==> src/rtl/ew_pattern_gen_pkg.sv <==
// ew_pattern_gen_pkg: shared tracker constants for the pattern generator.
// These are the tracker parameters the generator and any pattern checker
// share.
//   DIGI_BITS         : EW FIFO data word width (32)
//   EVENT_SIZE_BITS   : width of the window-size field (64-bit beats)
//   SPILL_TAG_BITS    : width of the window tag
//   PATTERN_PAD_WORD  : filler word that rounds odd windows up to a full beat
//   PATTERN_LFSR_SEED : PRBS payload seed loaded at run start
//   pg_state_e        : generator state encoding (shared with checkers)
package ew_pattern_gen_pkg;

  localparam int DIGI_BITS       = 32;
  localparam int EVENT_SIZE_BITS = 10;
  localparam int SPILL_TAG_BITS  = 8;

  localparam logic [DIGI_BITS-1:0] PATTERN_PAD_WORD  = 32'hFFFF_FFFF;
  localparam logic [15:0]          PATTERN_LFSR_SEED = 16'hACE1;

  typedef enum logic [2:0] {
    ST_IDLE  = 3'd0,
    ST_LOAD  = 3'd1,
    ST_WRITE = 3'd2,
    ST_PAD   = 3'd3,
    ST_DONE  = 3'd4,
    ST_GAP   = 3'd5
  } pg_state_e;

  // Window size in 64-bit beats: ceil(n / 2).
  function automatic logic [EVENT_SIZE_BITS-1:0] beats_of(input logic [7:0] n);
    return EVENT_SIZE_BITS'((9'(n) + 9'd1) >> 1);
  endfunction

endpackage

==> src/rtl/ew_pattern_gen_if.sv <==
// ew_pattern_gen_if: event-window FIFO write bus between the pattern source
// (master) and the DIGI/pattern selector / EW FIFO controller (slave).
//   curr_ewfifo_wr : ping-pong EW FIFO select
//   ew_fifo_we     : data write strobe
//   ew_fifo_data   : data word
//   ew_done        : one-cycle end-of-window pulse
//   ew_ovfl        : window was truncated (valid with ew_done)
//   ew_size        : window size in 64-bit beats (valid with ew_done)
//   ew_tag         : window tag (valid with ew_done)
interface ew_pattern_gen_if;
  import ew_pattern_gen_pkg::*;

  logic                       curr_ewfifo_wr;
  logic                       ew_fifo_we;
  logic [DIGI_BITS-1:0]       ew_fifo_data;
  logic                       ew_done;
  logic                       ew_ovfl;
  logic [EVENT_SIZE_BITS-1:0] ew_size;
  logic [SPILL_TAG_BITS-1:0]  ew_tag;

  modport master (
    output curr_ewfifo_wr, ew_fifo_we, ew_fifo_data,
    output ew_done, ew_ovfl, ew_size, ew_tag
  );

  modport slave (
    input curr_ewfifo_wr, ew_fifo_we, ew_fifo_data,
    input ew_done, ew_ovfl, ew_size, ew_tag
  );

endinterface

==> src/rtl/pattern_lfsr16.sv <==
// pattern_lfsr16: 16-bit Fibonacci LFSR, x^16+x^14+x^13+x^11+1.
//   clk, resetn : clock, asynchronous active-low reset
//   load        : reload PATTERN_LFSR_SEED (has priority over advance)
//   advance     : step the sequence by one
//   q           : current value
module pattern_lfsr16
  import ew_pattern_gen_pkg::*;
(
  input  logic        clk,
  input  logic        resetn,
  input  logic        load,
  input  logic        advance,
  output logic [15:0] q
);

  always_ff @(posedge clk or negedge resetn) begin
    if (!resetn) begin
      q <= '0;
    end else if (load) begin
      q <= PATTERN_LFSR_SEED;
    end else if (advance) begin
      q <= {q[14:0], q[15] ^ q[13] ^ q[12] ^ q[10]};
    end
  end

endmodule

==> src/rtl/ew_pattern_gen.sv <==
// ew_pattern_gen: synthetic event-window source for the tracker ROC readout.
// Emits windows of {tag[7:0], word_idx[7:0], payload[15:0]} words in the EW
// FIFO write format, padding odd windows to whole 64-bit beats, and
// ping-pongs the current EW FIFO between windows.
// Optional feature macro: PATTERN_PRBS_EN (payload from pattern_lfsr16
// instead of an incrementing counter).
//   serdesclk, serdes_resetn : clock, asynchronous active-low reset
//   axi_start_on_serdesclk   : run-start pulse (honoured in IDLE only)
//   pattern_stop             : finish the current window, then go idle
//   cfg_hits_per_ew          : words per window (capped at MAX_WORDS)
//   cfg_num_ew               : windows per run, 0 = free-run
//   cfg_ew_gap               : idle cycles between windows
//   ew                       : EW FIFO write bus (master)
//   busy                     : run in progress
module ew_pattern_gen
  import ew_pattern_gen_pkg::*;
#(
  parameter int MAX_WORDS = 64
) (
  input  logic                      serdesclk,
  input  logic                      serdes_resetn,
  input  logic                      axi_start_on_serdesclk,
  input  logic                      pattern_stop,
  input  logic [7:0]                cfg_hits_per_ew,
  input  logic [SPILL_TAG_BITS-1:0] cfg_num_ew,
  input  logic [15:0]               cfg_ew_gap,
  ew_pattern_gen_if.master          ew,
  output logic                      busy
);

  localparam logic [SPILL_TAG_BITS-1:0] TAG_ONE = SPILL_TAG_BITS'(1);
  localparam logic [7:0]                MAX_N   = 8'(MAX_WORDS);

  pg_state_e                 state, state_next;
  logic [7:0]                n_r, idx;
  logic                      ovfl_r, sel;
  logic [SPILL_TAG_BITS-1:0] tag, win_cnt;
  logic [15:0]               gap_cnt, payload_q;
  logic                      start_acc, last_win, gap_end;
  logic [7:0]                n_load;

  assign start_acc = (state == ST_IDLE) && axi_start_on_serdesclk;
  assign n_load    = (cfg_hits_per_ew > MAX_N) ? MAX_N : cfg_hits_per_ew;
  assign last_win  = pattern_stop ||
                     ((cfg_num_ew != '0) && ((win_cnt + TAG_ONE) == cfg_num_ew));
  // >= rather than == so a gap shortened mid-wait cannot strand the FSM.
  assign gap_end   = ({1'b0, gap_cnt} + 17'd1) >= {1'b0, cfg_ew_gap};

  always_ff @(posedge serdesclk or negedge serdes_resetn) begin
    if (!serdes_resetn) state <= ST_IDLE;
    else                state <= state_next;
  end

  always_comb begin
    state_next = state;
    case (state)
      ST_IDLE:  if (axi_start_on_serdesclk) state_next = ST_LOAD;
      ST_LOAD:  state_next = (n_load == 8'd0) ? ST_DONE : ST_WRITE;
      ST_WRITE: if (idx == n_r - 8'd1) state_next = n_r[0] ? ST_PAD : ST_DONE;
      ST_PAD:   state_next = ST_DONE;
      ST_DONE: begin
        if (last_win)                state_next = ST_IDLE;
        else if (cfg_ew_gap == 16'd0) state_next = ST_LOAD;
        else                          state_next = ST_GAP;
      end
      ST_GAP:   if (gap_end) state_next = ST_LOAD;
      default:  state_next = ST_IDLE;
    endcase
  end

  // Run and window bookkeeping.
  always_ff @(posedge serdesclk or negedge serdes_resetn) begin
    if (!serdes_resetn) begin
      n_r     <= '0;
      ovfl_r  <= 1'b0;
      idx     <= '0;
      tag     <= '0;
      win_cnt <= '0;
      sel     <= 1'b0;
      gap_cnt <= '0;
    end else begin
      case (state)
        ST_IDLE: if (start_acc) begin
          tag     <= TAG_ONE;
          win_cnt <= '0;
          sel     <= 1'b0;
        end
        ST_LOAD: begin
          n_r    <= n_load;
          ovfl_r <= (cfg_hits_per_ew > MAX_N);
          idx    <= '0;
        end
        ST_WRITE: idx <= idx + 8'd1;
        ST_DONE: if (!last_win) begin
          sel     <= ~sel;
          tag     <= tag + TAG_ONE;
          win_cnt <= win_cnt + TAG_ONE;
          gap_cnt <= '0;
        end
        ST_GAP: gap_cnt <= gap_cnt + 16'd1;
        default: ;
      endcase
    end
  end

`ifdef PATTERN_PRBS_EN
  pattern_lfsr16 u_lfsr (
    .clk     (serdesclk),
    .resetn  (serdes_resetn),
    .load    (start_acc),
    .advance (state == ST_WRITE),
    .q       (payload_q)
  );
`else
  // Payload runs on across windows; only a new run clears it.
  always_ff @(posedge serdesclk or negedge serdes_resetn) begin
    if (!serdes_resetn)          payload_q <= '0;
    else if (start_acc)          payload_q <= '0;
    else if (state == ST_WRITE)  payload_q <= payload_q + 16'd1;
  end
`endif

  // Output register stage: bus reflects the state of the previous cycle.
  always_ff @(posedge serdesclk or negedge serdes_resetn) begin
    if (!serdes_resetn) begin
      ew.ew_fifo_we     <= 1'b0;
      ew.ew_fifo_data   <= '0;
      ew.ew_done        <= 1'b0;
      ew.ew_ovfl        <= 1'b0;
      ew.ew_size        <= '0;
      ew.ew_tag         <= '0;
      ew.curr_ewfifo_wr <= 1'b0;
      busy              <= 1'b0;
    end else begin
      ew.ew_fifo_we     <= (state == ST_WRITE) || (state == ST_PAD);
      ew.ew_done        <= (state == ST_DONE);
      ew.curr_ewfifo_wr <= sel;
      busy              <= (state != ST_IDLE) || (state_next != ST_IDLE);
      if (state == ST_WRITE) ew.ew_fifo_data <= {tag[7:0], idx, payload_q};
      else if (state == ST_PAD) ew.ew_fifo_data <= PATTERN_PAD_WORD;
      if (state == ST_DONE) begin
        ew.ew_size <= beats_of(n_r);
        ew.ew_tag  <= tag;
        ew.ew_ovfl <= ovfl_r;
      end
    end
  end

endmodule

==> src/flat_wrapper.sv <==
// flat-port wrapper written by rule: the top's interface ports become plain ports
module ew_pattern_gen_flat import ew_pattern_gen_pkg::*;
#(
  parameter int MAX_WORDS = 64
)
  (serdesclk, serdes_resetn, axi_start_on_serdesclk, pattern_stop, cfg_hits_per_ew, cfg_num_ew, cfg_ew_gap, busy, ew_curr_ewfifo_wr, ew_ew_fifo_we, ew_ew_fifo_data, ew_ew_done, ew_ew_ovfl, ew_ew_size, ew_ew_tag);
  ew_pattern_gen_if ew_i ();
  input  logic serdesclk;
  input  logic serdes_resetn;
  input  logic axi_start_on_serdesclk;
  input  logic pattern_stop;
  input  logic [7:0] cfg_hits_per_ew;
  input  logic [SPILL_TAG_BITS-1:0] cfg_num_ew;
  input  logic [15:0] cfg_ew_gap;
  output logic busy;
  output wire logic [$bits(ew_i.curr_ewfifo_wr)-1:0] ew_curr_ewfifo_wr;
  output wire logic [$bits(ew_i.ew_fifo_we)-1:0] ew_ew_fifo_we;
  output wire logic [$bits(ew_i.ew_fifo_data)-1:0] ew_ew_fifo_data;
  output wire logic [$bits(ew_i.ew_done)-1:0] ew_ew_done;
  output wire logic [$bits(ew_i.ew_ovfl)-1:0] ew_ew_ovfl;
  output wire logic [$bits(ew_i.ew_size)-1:0] ew_ew_size;
  output wire logic [$bits(ew_i.ew_tag)-1:0] ew_ew_tag;
  assign ew_curr_ewfifo_wr = ew_i.curr_ewfifo_wr;
  assign ew_ew_fifo_we = ew_i.ew_fifo_we;
  assign ew_ew_fifo_data = ew_i.ew_fifo_data;
  assign ew_ew_done = ew_i.ew_done;
  assign ew_ew_ovfl = ew_i.ew_ovfl;
  assign ew_ew_size = ew_i.ew_size;
  assign ew_ew_tag = ew_i.ew_tag;
  ew_pattern_gen #(.MAX_WORDS(MAX_WORDS)) u_core (.serdesclk(serdesclk), .serdes_resetn(serdes_resetn), .axi_start_on_serdesclk(axi_start_on_serdesclk), .pattern_stop(pattern_stop), .cfg_hits_per_ew(cfg_hits_per_ew), .cfg_num_ew(cfg_num_ew), .cfg_ew_gap(cfg_ew_gap), .ew(ew_i), .busy(busy));
endmodule
==> config.mk <==
export PLATFORM = sky130hd
export DESIGN_NAME = ew_pattern_gen_flat
export DESIGN_NICKNAME = d
export VERILOG_FILES = /design/src/rtl/ew_pattern_gen_pkg.sv /design/src/rtl/ew_pattern_gen_if.sv /design/src/rtl/pattern_lfsr16.sv /design/src/rtl/ew_pattern_gen.sv /design/src/flat_wrapper.sv
export SDC_FILE = /design/constraint.sdc
export NUM_CORES = 1
export LEC_CHECK = 0
export ABC_AREA = 1
export BUFFER_PORTS_ARGS = -buffer_cell sky130_fd_sc_hd__buf_2
export CAP_MARGIN = 10
export CORE_MARGIN = 2
export CORE_UTILIZATION = 50
export CTS_CLUSTER_DIAMETER = 100
export DETAILED_ROUTE_END_ITERATION = 10
export PLACE_DENSITY = 0.73
export RECOVER_POWER = 25
export SETUP_SLACK_MARGIN = 0.5
export SKIP_CTS_REPAIR_TIMING = 1
export SLEW_MARGIN = 20
export SYNTH_ARGS = -nofsm -noshare
export SYNTH_HDL_FRONTEND = slang
export SYNTH_HIERARCHICAL = 1
export SYNTH_SLANG_ARGS = --single-unit
==> constraint.sdc <==
create_clock -name serdesclk -period 4.5 [get_ports serdesclk]
set_clock_uncertainty 0.05 [all_clocks]
set_input_delay 0.225 -clock serdesclk [delete_from_list [all_inputs] [get_ports serdesclk]]
set_output_delay 0.225 -clock serdesclk [all_outputs]
set_load 0.01 [all_outputs]
# Yosys cells after proc, flatten, opt, wreduce, memory -nomap -nowiden
# Index checks and enable logic that the tools add are counted.
[op_classes]
addsub = 8
order_cmp = 2
bitwise = 1
reduce_logical = 18
mux = 25
eq_ne = 9
[ops]
columns = ["operator", "count"]
rows = [
  ["$mux W32", 2],
  ["$mux W16", 3],
  ["$pmux W8 S2", 3],
  ["$mux W8", 5],
  ["$add A16 B1 Y16 const B", 2],
  ["$pmux W16 S2", 1],
  ["$add A8 B1 Y8 const B", 3],
  ["$mux W3", 7],
  ["$pmux W3 S6", 1],
  ["$add A16 B1 Y17 const B", 1],
  ["$ge A17 B16 Y1", 1],
  ["$eq A8 B8 Y1", 2],
  ["$logic_not A16 Y1", 1],
  ["$reduce_bool A2 Y1", 5],
  ["$add A8 B1 Y9 const B", 1],
  ["$gt A8 B7 Y1 const B", 1],
  ["$logic_not A8 Y1", 1],
  ["$reduce_bool A8 Y1", 1],
  ["$sub A8 B1 Y8 const B", 1],
  ["$eq A3 B2 Y1 const B", 2],
  ["$eq A3 B3 Y1 const B", 2],
  ["$reduce_bool A3 Y1", 2],
  ["$eq A3 B1 Y1 const B", 1],
  ["$logic_not A3 Y1", 1],
  ["9 further kinds", 13],
]
[totals]
wordCells = 80
regBits = 123
inputBits = 36

# Logic depth before layout (Yosys ltp)
[depth]
depth_word = 8
depth_mapped = 20
ltp_nobuf = 20

# Worst setup path after synthesis
# OpenSTA, ideal clock, no wires.
[synth_path]
path_type = "register -> register"
startpoint = "register u_core.gap_cnt[0]"
endpoint = "register u_core.state[2]"
path_stages_with_launch = 21
t_arrival_ns = 2.203
setup_ns = 0.130
period_less_slack_ns = 2.383
slack_ns = 2.117
path_cell_list = "dfrtp_1 -> ha_1 -> nand2_1 -> inv_1 -> nand2_1 -> inv_1 -> nand2_1 -> nor2_1 -> nand3_1 -> nor2_1 -> nor2_1 -> nor2_1 -> inv_1 -> ha_1 -> nand2_1 -> nor2_1 -> nand3_1 -> nor3_1 -> nor2_1 -> nand3_1 -> nand4_1"
[synth_between]
elab_chain_cells = 4
[synth_rtl]
columns = ["item", "line_no", "rtl"]
rows = [
  ["from (decl)", "ew_pattern_gen.sv:38", "logic [15:0] gap_cnt, payload_q;"],
  ["from (signal assigned)", "ew_pattern_gen.sv:100", "ST_GAP: gap_cnt <= gap_cnt + 16'd1;"],
  ["$add A16 B1 Y17", "ew_pattern_gen.sv:47", "assign gap_end = ({1'b0, gap_cnt} + 17'd1) >= {1'b0, cfg_ew_gap};"],
  ["$ge A17 B16 Y1", "ew_pattern_gen.sv:47", ""],
  ["$mux W3", "ew_pattern_gen.sv:66", "ST_GAP: if (gap_end) state_next = ST_LOAD;"],
  ["$pmux W3 S6", "ew_pattern_gen.sv:56", "case (state)"],
  ["named net u_core.state_next[2]", "ew_pattern_gen.sv:34", "pg_state_e state, state_next;"],
  ["to (signal assigned)", "ew_pattern_gen.sv:51", "else state <= state_next;"],
  ["to (decl)", "ew_pattern_gen.sv:34", ""],
]
# The timed path passes the listed nets, and every way through them passes these cells.
# A chain may end at the register's enable or synchronous reset.

# Worst setup path in the final report
# Ends and elaborated chain as after synthesis.

==> qor.csv <==
metric,value,unit
synthCells,852,
internal_power,2.927,mW
hold_viol_final,0,
slew_headroom,-41.34,%
ys_ff_latch,122,
htree_levels,4,
cts_tree,yes,
power.switching,1.874,mW
wl_per_cell,12.97,µm
fmax,362.8,MHz
clockBufferDepth,2,
clk_latency,0.40,ns
seq_area_frac_synth,46.12,%
rsz0062_at_grt,false,
power_density,619.1,nW/µm²
gr-total-overflow,0,
area_growth_syn_to_layout,17.16,%
synth.top_cell.area_share,46.12,%
cp.arrival,2.98,ns
fin_crit_sh,61.26,%
grt_use_total,21.68,%
critPathKind,flop to flop,
layout_commonest_cell,nand2_1,
drc,0,
grt_pass1_vias,5337,
antenna_cells,0,
std_cell_rows,42,
avgSynthCellArea,7.769,µm²
antenna_found_initial,0,
pwr-share-seq,36.0,%
fp.dieW,119.1,µm
power_frac_clock,27.8,%
slew_violations,40,
critPathRequiredTime,4.72,ns
synth_top_cell_by_area,dfrtp_1,
clk_pin_slew,0.05,ns
numPortBuffers,88,
first_pass_iters,6,
yosysWarnings,6,
fillers,1191,
syn-cell-area,6619,µm²
layout_common_cells,"200 x nand2_1, 122 x dfrtp_1, 113 x inv_1",
clkSinkCount,122,
synth_area_leaders,"dfrtp_1 46%, nand2_1 11%, inv_1 6.4%",
grt_first_pass_wirelength,24870,µm
io_pins,91,
status,"finished, violations left",
finalSetupTns,0,ns
fin_crit,2.757,ns
p_comb_share,36.3,%
vdd_ir_drop_max,288.1,µV
place_congestion,0.8563,
fp.dieArea,14170,µm²
hp-class,primary input to flop,
power_leakage,3.771,nW
place_inst,1099,
drive_gt1_share,12.24,%
grt_max_degree,49,
cts_inserted_buffers,17,
setup_viol,0,
nNetsFinal,1002,
cp_max_fo,3,
finalWirelength,14690,µm
die_h,119.1,µm
switching_share,39.04,%
start_kind,flop,
maxCapViolations,1,
antenna_left,0,
vias,5716,
violations,"capacitance limit, slew limit",
worst_pin_slew,2.120,ns
fp.coreArea,13090,µm²
place_hpwl,10520,µm
routed_via_density,5.049,
start_util,50.58,%
cts_root_buf,clkbuf_16,
critPathCaptureType,flop,
final_cell_count_no_fill,1132,
drtIter0Drc,377,
ys_types,39,
==> worst paths after layout <==
kind / from / slack, ns / endpoint / depth (start not counted)
setup / recovery: u_core/gap_cnt[0] / 1.74 / u_core/state[2] / 20
hold / removal: cfg_hits_per_ew[5] / 0.005 / u_core/n_r[5] / 3
setup reg to reg: u_core/gap_cnt[0] / 1.74 / u_core/state[2] / 20
hold reg to reg: u_core/sel / 0.35 / u_core/ew.curr_ewfifo_wr / 0
max in group asynchronous: serdes_resetn / 1.94 / u_core/payload_q[2] / 3
min in group asynchronous: serdes_resetn / 0.93 / u_core/ew.ew_size[4] / 2
==> metrics by stage <==
| stage | hold slack, ns | area (µm²) | util (%) | setup WS [ns] | power, mW |
|---|---|---|---|---|---|
| final | 0.005363 | 7755 | 59.27 | 1.743 | 4.801 |
| after floorplan | -0.1206 | 6623 | - | 2.117 | 2.938 |
| after detailed placement | 0.1820 | 7207 | 55.08 | 1.805 | 3.506 |
| after CTS | -0.2480 | 7792 | 59.55 | 1.756 | 4.868 |
| after global placement | 0.1813 | 7207 | 55.08 | 1.939 | 3.470 |
| after global routing | 0.02555 | 7755 | 59.27 | 1.404 | 5.170 |
==> area by class of cell <==
| type | instances | area [µm²] | area share, % |
|---|---|---|---|
| clock buffer | 19 | 432.9 | 5.582 |
| clock inverter | 13 | 152.6 | 1.968 |
| inverter | 116 | 435.4 | 5.615 |
| multi-input combinational | 592 | 3018 | 38.92 |
| sequential | 122 | 3053 | 39.37 |
| tap | 176 | 220.2 | 2.840 |
| timing repair buffer | 94 | 442.9 | 5.712 |
==> synthesized netlist by cell type, drive strengths merged <==
master / count
a21oi: 49
conb: 1
nand4: 13
nor2: 116
nor3b: 3
o21ai: 57
inv: 115
nor4: 5
o21bai: 4
o31ai: 1
nor3: 16
xnor2: 5
nand2: 206
xor2: 17
clkbuf: 12
a211oi: 2
dfrtp: 122
a31oi: 1
buf: 11
nand3b: 5
o211ai: 1
or2: 1
nand3: 58
o21a: 2
o22ai: 1
clkinv: 1
ha: 23
o22a: 4
==> sequential cells by signal (all words and copies together), names as in the netlist <==
name / count
u_core/sel: 1
u_core/busy: 1
u_core/ovfl_r: 1
u_core/payload_q: 16
u_core/tag: 8
u_core/ew.ew_fifo_we: 1
u_core/ew.ew_ovfl: 1
u_core/state: 3
u_core/ew.curr_ewfifo_wr: 1
u_core/ew.ew_tag: 8
u_core/n_r: 8
u_core/ew.ew_size: 8
u_core/ew.ew_done: 1
u_core/gap_cnt: 16
u_core/win_cnt: 8
u_core/ew.ew_fifo_data: 32
u_core/idx: 8
==> layer usage <==
| layer | wire length [µm] | track usage [%] |
|---|---|---|
| met1 | 6866 | 29.45 |
| met2 | 6879 | 34.63 |
| met3 | 659 | 4.837 |
| met4 | 281 | 7.068 |
| met5 | 0 | 0 |
==> power groups by stage <==
stage                     Clock (mW)  Combinational [mW]  Sequential, mW
after CTS                       1.36                1.79            1.72
after floorplan                    0                1.15            1.78
after global placement             0                1.74            1.73
final                           1.33                1.74            1.73
after global routing            1.41                1.98            1.77
after detailed placement           0                1.77            1.73
==> worst max-delay path, stage by stage, from the launching register on <==
cell	delay [ns]
dfrtp_1	0.37
ha_1	0.19
nand2_1	0.08
inv_1	0.08
nand2_1	0.06
inv_1	0.08
nand2_1	0.07
nor2_1	0.16
nand3_1	0.15
nor2_1	0.15
nor2_1	0.05
nor2_1	0.08
inv_1	0.06
ha_1	0.29
nand2_1	0.06
nor2_1	0.14
nand3_1	0.10
nor3_1	0.15
nor2_1	0.07
nand3_1	0.09
nand4_1	0.10
==> cell families after synthesis <==
family | after synthesis | synth area share (%)
AOI/OAI and AO/OA | 122 | 10.43
other | 1 | 0.05666
DFF | 122 | 46.12
buffers and inverters | 139 | 8.431
xor gates and xnor gates | 22 | 2.911
and+or+nand+nor | 423 | 27.69
adders and majority gates | 23 | 4.348
(Power assumes the default switching activity.)
